**config.mk**
```make
export PLATFORM = sky130hd
export DESIGN_NAME = lgn_frame_loader_flat
export DESIGN_NICKNAME = d
export VERILOG_FILES = /design/src/rtl/lgn_frame_loader_if.sv /design/src/rtl/lgn_frame_loader.sv /design/src/flat_wrapper.sv
export SDC_FILE = /design/constraint.sdc
export NUM_CORES = 1
export LEC_CHECK = 0
export CAP_MARGIN = 20
export CORE_MARGIN = 2
export CORE_UTILIZATION = 35
export DETAILED_ROUTE_END_ITERATION = 8
export GPL_TIMING_DRIVEN = 0
export PLACE_DENSITY = 0.73
export RECOVER_POWER = 100
export SLEW_MARGIN = 20
export SYNTH_ARGS = -nofsm -noshare
export SYNTH_HDL_FRONTEND = slang
export SYNTH_SLANG_ARGS = --single-unit
```
**constraint.sdc**
```tcl
create_clock -name clk -period 1.7 [get_ports clk]
set_input_delay 0.255 -clock clk [delete_from_list [all_inputs] [get_ports clk]]
set_output_delay 0.255 -clock clk [all_outputs]
set_load 0.005 [all_outputs]
```
**src/rtl/lgn_frame_loader_if.sv**
```systemverilog
// ----------------------------------------------------------------------------
// lgn_frame_loader_if
// Bundles the three buses of the LGN frame loader:
//   pixel stream : pix_data, pix_valid (to loader), pix_ready (from loader)
//   classifier   : lgn_data, lgn_we (to classifier), lgn_result (from it)
//   result       : res_valid, res_seg, res_score, res_class, res_err (from
//                  loader), res_ready (to loader)
// modport slave  : the loader's view
// modport master : the environment's view (pixel source, classifier, sink)
// ----------------------------------------------------------------------------
interface lgn_frame_loader_if;
    logic [7:0]  pix_data;
    logic        pix_valid;
    logic        pix_ready;
    logic [7:0]  lgn_data;
    logic        lgn_we;
    logic [15:0] lgn_result;
    logic        res_valid;
    logic        res_ready;
    logic [6:0]  res_seg;
    logic [7:0]  res_score;
    logic [3:0]  res_class;
    logic        res_err;

    modport slave (
        input  pix_data, pix_valid, lgn_result, res_ready,
        output pix_ready, lgn_data, lgn_we,
               res_valid, res_seg, res_score, res_class, res_err
    );

    modport master (
        output pix_data, pix_valid, lgn_result, res_ready,
        input  pix_ready, lgn_data, lgn_we,
               res_valid, res_seg, res_score, res_class, res_err
    );
endinterface

```
**src/rtl/lgn_frame_loader.sv**
```systemverilog
// ----------------------------------------------------------------------------
// lgn_frame_loader
// Accepts a 16x16 grayscale frame (256 pixels, raster order), binarizes each
// pixel into a 4-bit thermometer nibble against THR0..THR3, packs pixel pairs
// into bytes and writes the 128 bytes into the classifier's input shift
// register (byte 0 first). After SETTLE_CYCLES it captures the classifier
// result and presents it on a valid/ready result port.
//
// Ports:
//   clk   : clock, rising edge
//   rst_n : asynchronous active-low reset
//   bus   : lgn_frame_loader_if.slave (pixel stream, classifier bus, result)
//
// Optional build macro LGN_FRAME_LOADER_DECODE_EN: when defined, the captured
// seven-segment pattern is decoded into res_class / res_err; otherwise both
// outputs are constant 0.
// ----------------------------------------------------------------------------
module lgn_frame_loader #(
    parameter int         SETTLE_CYCLES = 4,
    parameter logic [7:0] THR0          = 8'd51,
    parameter logic [7:0] THR1          = 8'd102,
    parameter logic [7:0] THR2          = 8'd153,
    parameter logic [7:0] THR3          = 8'd204
) (
    input  logic                 clk,
    input  logic                 rst_n,
    lgn_frame_loader_if.slave    bus
);

    typedef enum logic [1:0] {IDLE, LOAD, SETTLE, RESULT} state_t;

    localparam int SW = (SETTLE_CYCLES > 1) ? $clog2(SETTLE_CYCLES) : 1;
    localparam logic [SW-1:0] SETTLE_LAST = SW'(SETTLE_CYCLES - 1);

    state_t          state_q, state_d;
    logic [6:0]      cnt_q, cnt_d;        // bytes written in this frame
    logic            par_q, par_d;        // 1 = even nibble held, waiting odd
    logic [3:0]      nib_q, nib_d;
    logic            last_q, last_d;      // byte 127 written, lgn_we in flight
    logic [SW-1:0]   set_q, set_d;
    logic [7:0]      data_q, data_d;
    logic            we_q, we_d;
    logic [6:0]      seg_q, seg_d;
    logic [7:0]      score_q, score_d;
    logic            pix_ready_c;
    logic            unused_seg_bit7;

    assign unused_seg_bit7 = bus.lgn_result[7];

    function automatic logic [3:0] to_nibble(input logic [7:0] p);
        return {p > THR3, p > THR2, p > THR1, p > THR0};
    endfunction

`ifdef LGN_FRAME_LOADER_DECODE_EN
    logic [3:0] class_q, class_d;
    logic       err_q, err_d;

    // Returns {err, class}; anything that is not a clean digit flags an error.
    function automatic logic [4:0] decode(input logic [6:0] s);
        case (s)
            7'h3F:   return 5'b0_0000;
            7'h06:   return 5'b0_0001;
            7'h5B:   return 5'b0_0010;
            7'h4F:   return 5'b0_0011;
            7'h66:   return 5'b0_0100;
            7'h6D:   return 5'b0_0101;
            7'h7C:   return 5'b0_0110;
            7'h07:   return 5'b0_0111;
            7'h7F:   return 5'b0_1000;
            7'h67:   return 5'b0_1001;
            default: return 5'b1_1111;
        endcase
    endfunction
`endif

    always_comb begin
        state_d     = state_q;
        cnt_d       = cnt_q;
        par_d       = par_q;
        nib_d       = nib_q;
        last_d      = last_q;
        set_d       = set_q;
        data_d      = data_q;
        we_d        = 1'b0;
        seg_d       = seg_q;
        score_d     = score_q;
        pix_ready_c = 1'b0;
`ifdef LGN_FRAME_LOADER_DECODE_EN
        class_d     = class_q;
        err_d       = err_q;
`endif
        case (state_q)
            IDLE, LOAD: begin
                // Stall input while the final byte's strobe is still out, so
                // no 257th pixel can slip in before SETTLE.
                pix_ready_c = rst_n && !last_q;
                if (pix_ready_c && bus.pix_valid) begin
                    state_d = LOAD;
                    if (!par_q) begin
                        nib_d = to_nibble(bus.pix_data);
                        par_d = 1'b1;
                    end else begin
                        par_d  = 1'b0;
                        data_d = {nib_q, to_nibble(bus.pix_data)};
                        we_d   = 1'b1;
                        cnt_d  = cnt_q + 7'd1;
                        if (cnt_q == 7'd127) begin
                            last_d = 1'b1;
                        end
                    end
                end
                if (state_q == LOAD && last_q) begin
                    state_d = SETTLE;
                    last_d  = 1'b0;
                    set_d   = '0;
                end
            end
            SETTLE: begin
                if (set_q == SETTLE_LAST) begin
                    seg_d   = bus.lgn_result[6:0];
                    score_d = bus.lgn_result[15:8];
`ifdef LGN_FRAME_LOADER_DECODE_EN
                    {err_d, class_d} = decode(bus.lgn_result[6:0]);
`endif
                    state_d = RESULT;
                end else begin
                    set_d = set_q + 1'b1;
                end
            end
            RESULT: begin
                if (bus.res_ready) begin
                    state_d = IDLE;
                    cnt_d   = '0;
                    par_d   = 1'b0;
                end
            end
            default: state_d = IDLE;
        endcase
    end

    always_ff @(posedge clk or negedge rst_n) begin
        if (!rst_n) begin
            state_q <= IDLE;
            cnt_q   <= '0;
            par_q   <= 1'b0;
            nib_q   <= '0;
            last_q  <= 1'b0;
            set_q   <= '0;
            data_q  <= '0;
            we_q    <= 1'b0;
            seg_q   <= '0;
            score_q <= '0;
        end else begin
            state_q <= state_d;
            cnt_q   <= cnt_d;
            par_q   <= par_d;
            nib_q   <= nib_d;
            last_q  <= last_d;
            set_q   <= set_d;
            data_q  <= data_d;
            we_q    <= we_d;
            seg_q   <= seg_d;
            score_q <= score_d;
        end
    end

`ifdef LGN_FRAME_LOADER_DECODE_EN
    always_ff @(posedge clk or negedge rst_n) begin
        if (!rst_n) begin
            class_q <= '0;
            err_q   <= 1'b0;
        end else begin
            class_q <= class_d;
            err_q   <= err_d;
        end
    end

    assign bus.res_class = class_q;
    assign bus.res_err   = err_q;
`else
    assign bus.res_class = 4'd0;
    assign bus.res_err   = 1'b0;
`endif

    assign bus.pix_ready = pix_ready_c;
    assign bus.lgn_data  = data_q;
    assign bus.lgn_we    = we_q;
    assign bus.res_valid = (state_q == RESULT);
    assign bus.res_seg   = seg_q;
    assign bus.res_score = score_q;

endmodule

```
**src/flat_wrapper.sv**
```systemverilog
// flat-port wrapper written by rule: the top's interface ports become plain ports
module lgn_frame_loader_flat 
#(
    parameter int         SETTLE_CYCLES = 4,
    parameter logic [7:0] THR0          = 8'd51,
    parameter logic [7:0] THR1          = 8'd102,
    parameter logic [7:0] THR2          = 8'd153,
    parameter logic [7:0] THR3          = 8'd204
)
  (clk, rst_n, bus_pix_data, bus_pix_valid, bus_lgn_result, bus_res_ready, bus_pix_ready, bus_lgn_data, bus_lgn_we, bus_res_valid, bus_res_seg, bus_res_score, bus_res_class, bus_res_err);
  lgn_frame_loader_if bus_i ();
  input  logic clk;
  input  logic rst_n;
  input wire logic [$bits(bus_i.pix_data)-1:0] bus_pix_data;
  input wire logic [$bits(bus_i.pix_valid)-1:0] bus_pix_valid;
  input wire logic [$bits(bus_i.lgn_result)-1:0] bus_lgn_result;
  input wire logic [$bits(bus_i.res_ready)-1:0] bus_res_ready;
  output wire logic [$bits(bus_i.pix_ready)-1:0] bus_pix_ready;
  output wire logic [$bits(bus_i.lgn_data)-1:0] bus_lgn_data;
  output wire logic [$bits(bus_i.lgn_we)-1:0] bus_lgn_we;
  output wire logic [$bits(bus_i.res_valid)-1:0] bus_res_valid;
  output wire logic [$bits(bus_i.res_seg)-1:0] bus_res_seg;
  output wire logic [$bits(bus_i.res_score)-1:0] bus_res_score;
  output wire logic [$bits(bus_i.res_class)-1:0] bus_res_class;
  output wire logic [$bits(bus_i.res_err)-1:0] bus_res_err;
  assign bus_i.pix_data = bus_pix_data;
  assign bus_i.pix_valid = bus_pix_valid;
  assign bus_i.lgn_result = bus_lgn_result;
  assign bus_i.res_ready = bus_res_ready;
  assign bus_pix_ready = bus_i.pix_ready;
  assign bus_lgn_data = bus_i.lgn_data;
  assign bus_lgn_we = bus_i.lgn_we;
  assign bus_res_valid = bus_i.res_valid;
  assign bus_res_seg = bus_i.res_seg;
  assign bus_res_score = bus_i.res_score;
  assign bus_res_class = bus_i.res_class;
  assign bus_res_err = bus_i.res_err;
  lgn_frame_loader #(.SETTLE_CYCLES(SETTLE_CYCLES), .THR0(THR0), .THR1(THR1), .THR2(THR2), .THR3(THR3)) u_core (.clk(clk), .rst_n(rst_n), .bus(bus_i));
endmodule
```
Yosys cells after proc, flatten, opt, wreduce, memory -nomap -nowiden --
Cells that the tools add are included.
Word-level totals: bits in registers 41, output and inout port bits 31, bits of input ports 28, word-level logic and storage cells 72
Operators by class: eq/ne operators 12, bitwise logic cells 1, magnitude comparators 4, reduce and logical (&&, ||, !) cells 19, mux-type cells 24, add/subtract/negate cells 2
Operator list (number):
- $mux 7 | 3
- $gt 8x8->1 const B | 2
- $reduce_and 3->1 | 5
- $pmux 7 s2 | 1
- $mux 2 | 6
- $mux 1 | 11
- $reduce_bool 2->1 | 5
- $gt 8x6->1 const B | 1
- $gt 8x7->1 const B | 1
- $ne 2x1->1 const B | 4
- $reduce_and 4->1 | 2
- $add 7x1->7 const B | 1
- $eq 7x7->1 const B | 1
- $eq 2x2->1 const B | 3
- $pmux 2 s3 | 1
- $ne 2x2->1 const B | 2
- $pmux 2 s2 | 1
- $logic_and 1x1->1 | 3
- $ne 3x1->1 const B | 1
- $add 2x1->2 const B | 1
- $eq 2x1->1 const B | 1
- $logic_not 2->1 | 1
- $pmux 1 s2 | 1
- $reduce_and 2->1 | 1
- 3 further kinds | 3

Logic depth before layout (Yosys ltp) --
word-level depth 6, mapped depth 5

Worst setup path after synthesis --
No wires, ideal clock.
kind reg2reg, start point register u_core.last_q, end point register u_core.nib_q[1], data arrival time 1.319 ns, setup time 0.125 ns, cell stages (with the launch flop) 5, slack 0.256 ns, required time 1.575 ns, cells stage by stage dfrtp_1 and4bb_4 and2b_1 buf_6 mux2_4
Between the ends: word-level cells in the longest chain between the ends 4
Ends and longest elaborated chain:
- from (decl) | RTL line lgn_frame_loader.sv:39 | logic last_q, last_d;
- from (signal assigned) | RTL line lgn_frame_loader.sv:158 | last_q <= last_d;
- $logic_not 1->1 | RTL line lgn_frame_loader.sv:96 | pix_ready_c = rst_n && !last_q;
- $logic_and 1x1->1 | RTL line lgn_frame_loader.sv:96
- $logic_and 1x1->1 | RTL line lgn_frame_loader.sv:97 | if (pix_ready_c && bus.pix_valid) begin
- $reduce_and 3->1 (no line)
- to (signal assigned) | RTL line lgn_frame_loader.sv:157 | nib_q <= nib_d;
- to (decl) | RTL line lgn_frame_loader.sv:38 | logic [3:0] nib_q, nib_d;
No other way between the ends. A chain may end at the register's enable or synchronous reset.

Final worst setup path --
start point register u_core.state_q[0], end point register u_core.score_q[7], in the netlist u_core.bus.res_score[7]
Between the ends: word-level cells in the longest chain between the ends 2
Ends and longest elaborated chain:
- from (decl) | RTL line lgn_frame_loader.sv:35 | state_t state_q, state_d;
- from (signal assigned) | RTL line lgn_frame_loader.sv:154 | state_q <= state_d;
- $eq 2x2->1 | RTL line lgn_frame_loader.sv:92 | case (state_q)
- $reduce_and 2->1 (no line)
- to (signal assigned) | RTL line lgn_frame_loader.sv:163 | score_q <= score_d;
- to (decl) | RTL line lgn_frame_loader.sv:44 | logic [7:0] score_q, score_d;
No other way between the ends.

==> impl_metrics.env <==
export IMPL_status="finished, final reports clean"
export IMPL_p_clk_share_pct=16.9
export IMPL_mostFrequentLayoutCells="dfrtp_1 (40), dlygate4sd3_1 (25), clkdlybuf4s50_1 (25), mux2_2 (19), nor2_1 (12)"
export IMPL_routed_wl_mm=3.76
export IMPL_powerDensity_nw_per_um2=1370
export IMPL_clk_path_buf_depth=2
export IMPL_fillers=464
export IMPL_wl_per_cell_um=13.1
export IMPL_maxSlewHeadroom_pct=15.4
export IMPL_ys_ff_latch=41
export IMPL_path_max_fanout=10
export IMPL_core_um2=5110
export IMPL_ys_flop_type="dfrtp_1"
export IMPL_final_common_cell="dfrtp_1"
export IMPL_avgViaCountPerCell=4.77
export IMPL_clock_root_buffer="clkbuf_8"
export IMPL_crit_arrival_ps=1760
export IMPL_avgSynthCellArea_um2=12.4
export IMPL_postRouteAntennaNets=0
export IMPL_cts_sinks=41
export IMPL_stdcell_count=288
export IMPL_power_switching_w=0.00104
export IMPL_drive_gt1_share_pct=19.7
export IMPL_fin_crit_ps=1590
export IMPL_clock_skew_ps=5.60
export IMPL_start_util_pct=36.3
export IMPL_drt_first_iter_violations=63
export IMPL_io_pins=59
export IMPL_crit_path_start_kind="flip-flop"
export IMPL_crit_end="u_core.bus.res_score[7]"
export IMPL_die_w_um=76.8
export IMPL_finalHoldViolCount=0
export IMPL_syn_inst=150
export IMPL_grt_max_degree=25
export IMPL_ys_types=34
export IMPL_hp_class="input port to flip-flop"
export IMPL_critPathKind="flip-flop to flip-flop"
export IMPL_max_freq_mhz=629
export IMPL_antenna_found_initial=0
export IMPL_synth_area_um2=1850
export IMPL_critPathRequiredTime_ps=1870
export IMPL_die_h_um=76.8
export IMPL_n_antenna_cell=0
export IMPL_drc=0
export IMPL_r2r_start="u_core.state_q[0]"
export IMPL_synth_edff_count=0
export IMPL_setup_viol=0
export IMPL_ys_warn_count=0
export IMPL_clk_latency_ps=290
export IMPL_cts_tree="built"
export IMPL_ff_latch_area_um2=1030
export IMPL_dieArea_um2=5890
export IMPL_synth_async_reset_ratio_pct=100
export IMPL_place_gp_congestion=0.777
export IMPL_clk_pin_slew_ps=70
export IMPL_cp_end_kind="flip-flop"
export IMPL_cts_buffers=5
export IMPL_grt_usage_pct=13.8
export IMPL_internal_power_w=0.00250
export IMPL_nets=247
export IMPL_ys_seq_area_share_pct=55.4
export IMPL_grt_overflow=0
export IMPL_worst_hold_slack_ps=345
export IMPL_vias=1374
export IMPL_fin_util_pct=50.5
export IMPL_grt_setup_unrepaired="false"
export IMPL_post_route_period_util_pct=93.5
export IMPL_htreeDepth=2
export IMPL_power_leakage_nw=1.14
export IMPL_grt_pass1_wl_mm=6.48
export IMPL_syn_to_final_growth_pct=39.1
export IMPL_vdd_drop_max_v=0.000704
export IMPL_reg2reg_depth=5
export IMPL_rows=26
export IMPL_timing_rr_end="u_core.bus.res_score[7]"
export IMPL_dp_hpwl_mm=2.74
export IMPL_crit_start="u_core.state_q[0]"
export IMPL_finalMaxSlewViolations=0
export IMPL_drv_cap=0
export IMPL_firstDrtPassIters=4
export IMPL_worst_slew_pin_slew_ps=1270
export IMPL_p_comb_share_pct=37.4
export IMPL_port_buffers=52
export IMPL_p_seq_share_pct=45.7
export IMPL_r2r_slack_ps=110
export IMPL_switching_share_pct=29.4
export IMPL_dp_cells=277
export IMPL_grt_pass1_vias=1419
export IMPL_p_total_w=0.00354
export IMPL_multi_input_comb_area_um2=741
==> power groups by stage <==
stage	clock network, W	registers (W)	logic, W
2_1_floorplan	0	0.00164	0.000677
3_3_place_gp	0	0.00164	0.00146
3_5_place_dp	0	0.00166	0.00148
4_1_cts	0.000628	0.00165	0.00151
5_1_grt	0.000670	0.00168	0.00146
6_report	0.000598	0.00162	0.00132
==> worst min-delay path by stage <==
stage,cells after the start,from,to
floorplan,0,rst_n,u_core.bus.lgn_data[0]
global placement,1,u_core.cnt_q[6],u_core.cnt_q[6]
detailed placement,1,rst_n,u_core.cnt_q[3]
CTS,3,rst_n,u_core.state_q[0]
global route,3,rst_n,u_core.state_q[0]
finish,3,rst_n,u_core.state_q[0]
==> repair_timing <==
| action | in CTS | in global routing |
|---|---|---|
| resized for setup | 6 | 2 |
| gates cloned | 0 | 0 |
| pin swaps | 0 | 1 |
| buffers inserted | 0 | 2 |
| setup endpoints to repair | 2 | 2 |
| endpoints found under the hold margin | 17 | 0 |
| hold buffers | 2 | 0 |
==> state kept, by name, summed over array words and instances, names as in the netlist, 2 cells and up <==
signal and flops:
u_core.bus.res_seg 7, u_core.cnt_q 7, u_core.set_q 2, u_core.nib_q 4, u_core.state_q 2, u_core.bus.res_score 8, u_core.bus.lgn_data 8
==> per-stage QoR <==
stage	instance area, um2	worst slack [ps]	TNS [ps]
floorplan	1870	256	0
global placement	2480	-1670	-67630
detailed placement	2490	-240	-2990
CTS	2590	11.6	0
global route	2580	7.67	0
finish	2580	111	0
==> cells by family after synthesis <==
kind of cell             count (synthesis)  share of synthesized area (%)
AO/OA/AOI/OAI                           34                           11.6
adder cells (fa/ha/maj)                  2                           1.35
other                                    1                          0.202
AND/OR/NAND/NOR                         34                           9.93
buffers and inverters                   12                           4.32
multiplexers                            26                           17.2
flip-flops                              41                           55.4
==> area by class of cell <==
| cell class | instances | area share (%) |
|---|---|---|
| Inverter | 2 | 0.291 |
| Tap cell | 70 | 3.40 |
| Clock buffer | 8 | 3.11 |
| Buffer | 9 | 2.82 |
| Timing Repair Buffer | 57 | 21.8 |
| Multi-Input combinational cell | 101 | 28.7 |
| Sequential cell | 41 | 39.9 |
==> layer usage <==
| metal | wire length (um) | up-vias | global-route usage [%] | part of all wire [%] |
|---|---|---|---|---|
| met5 | 0 | - | 0 | 0 |
| met4 | 48 | 0 | 4.36 | 1.3 |
| met3 | 208 | 6 | 4.94 | 5.5 |
| met2 | 1830 | 32 | 23.3 | 49 |
| met1 | 1680 | 670 | 16.3 | 45 |
| li1 | - | 666 | - | - |
==> Yosys cell counts, types with 2 or more instances <==
cell type / number / area (um2)
and3_1: 3 / 18.8
inv_1: 2 / 7.51
buf_6: 2 / 22.5
ha_1: 2 / 25.0
a31oi_1: 3 / 18.8
o31ai_1: 4 / 30.0
buf_4: 5 / 37.5
mux2_4: 7 / 105
clkbuf_1: 2 / 7.51
o211ai_1: 3 / 22.5
mux2_2: 19 / 214
nor2_1: 12 / 45.0
dfrtp_1: 41 / 1030
nand2_1: 5 / 18.8
a21oi_1: 6 / 30.0
o21ai_0: 11 / 55.1
nand3_1: 6 / 30.0
==> worst max-delay path: stages, from the launching register on <==
cell and delay, ps:
dfrtp_2 400, clkbuf_1 170, inv_1 100, nand3_2 160, buf_2 280, mux2_2 360
Note: power is estimated with default switching activity, not from simulation.
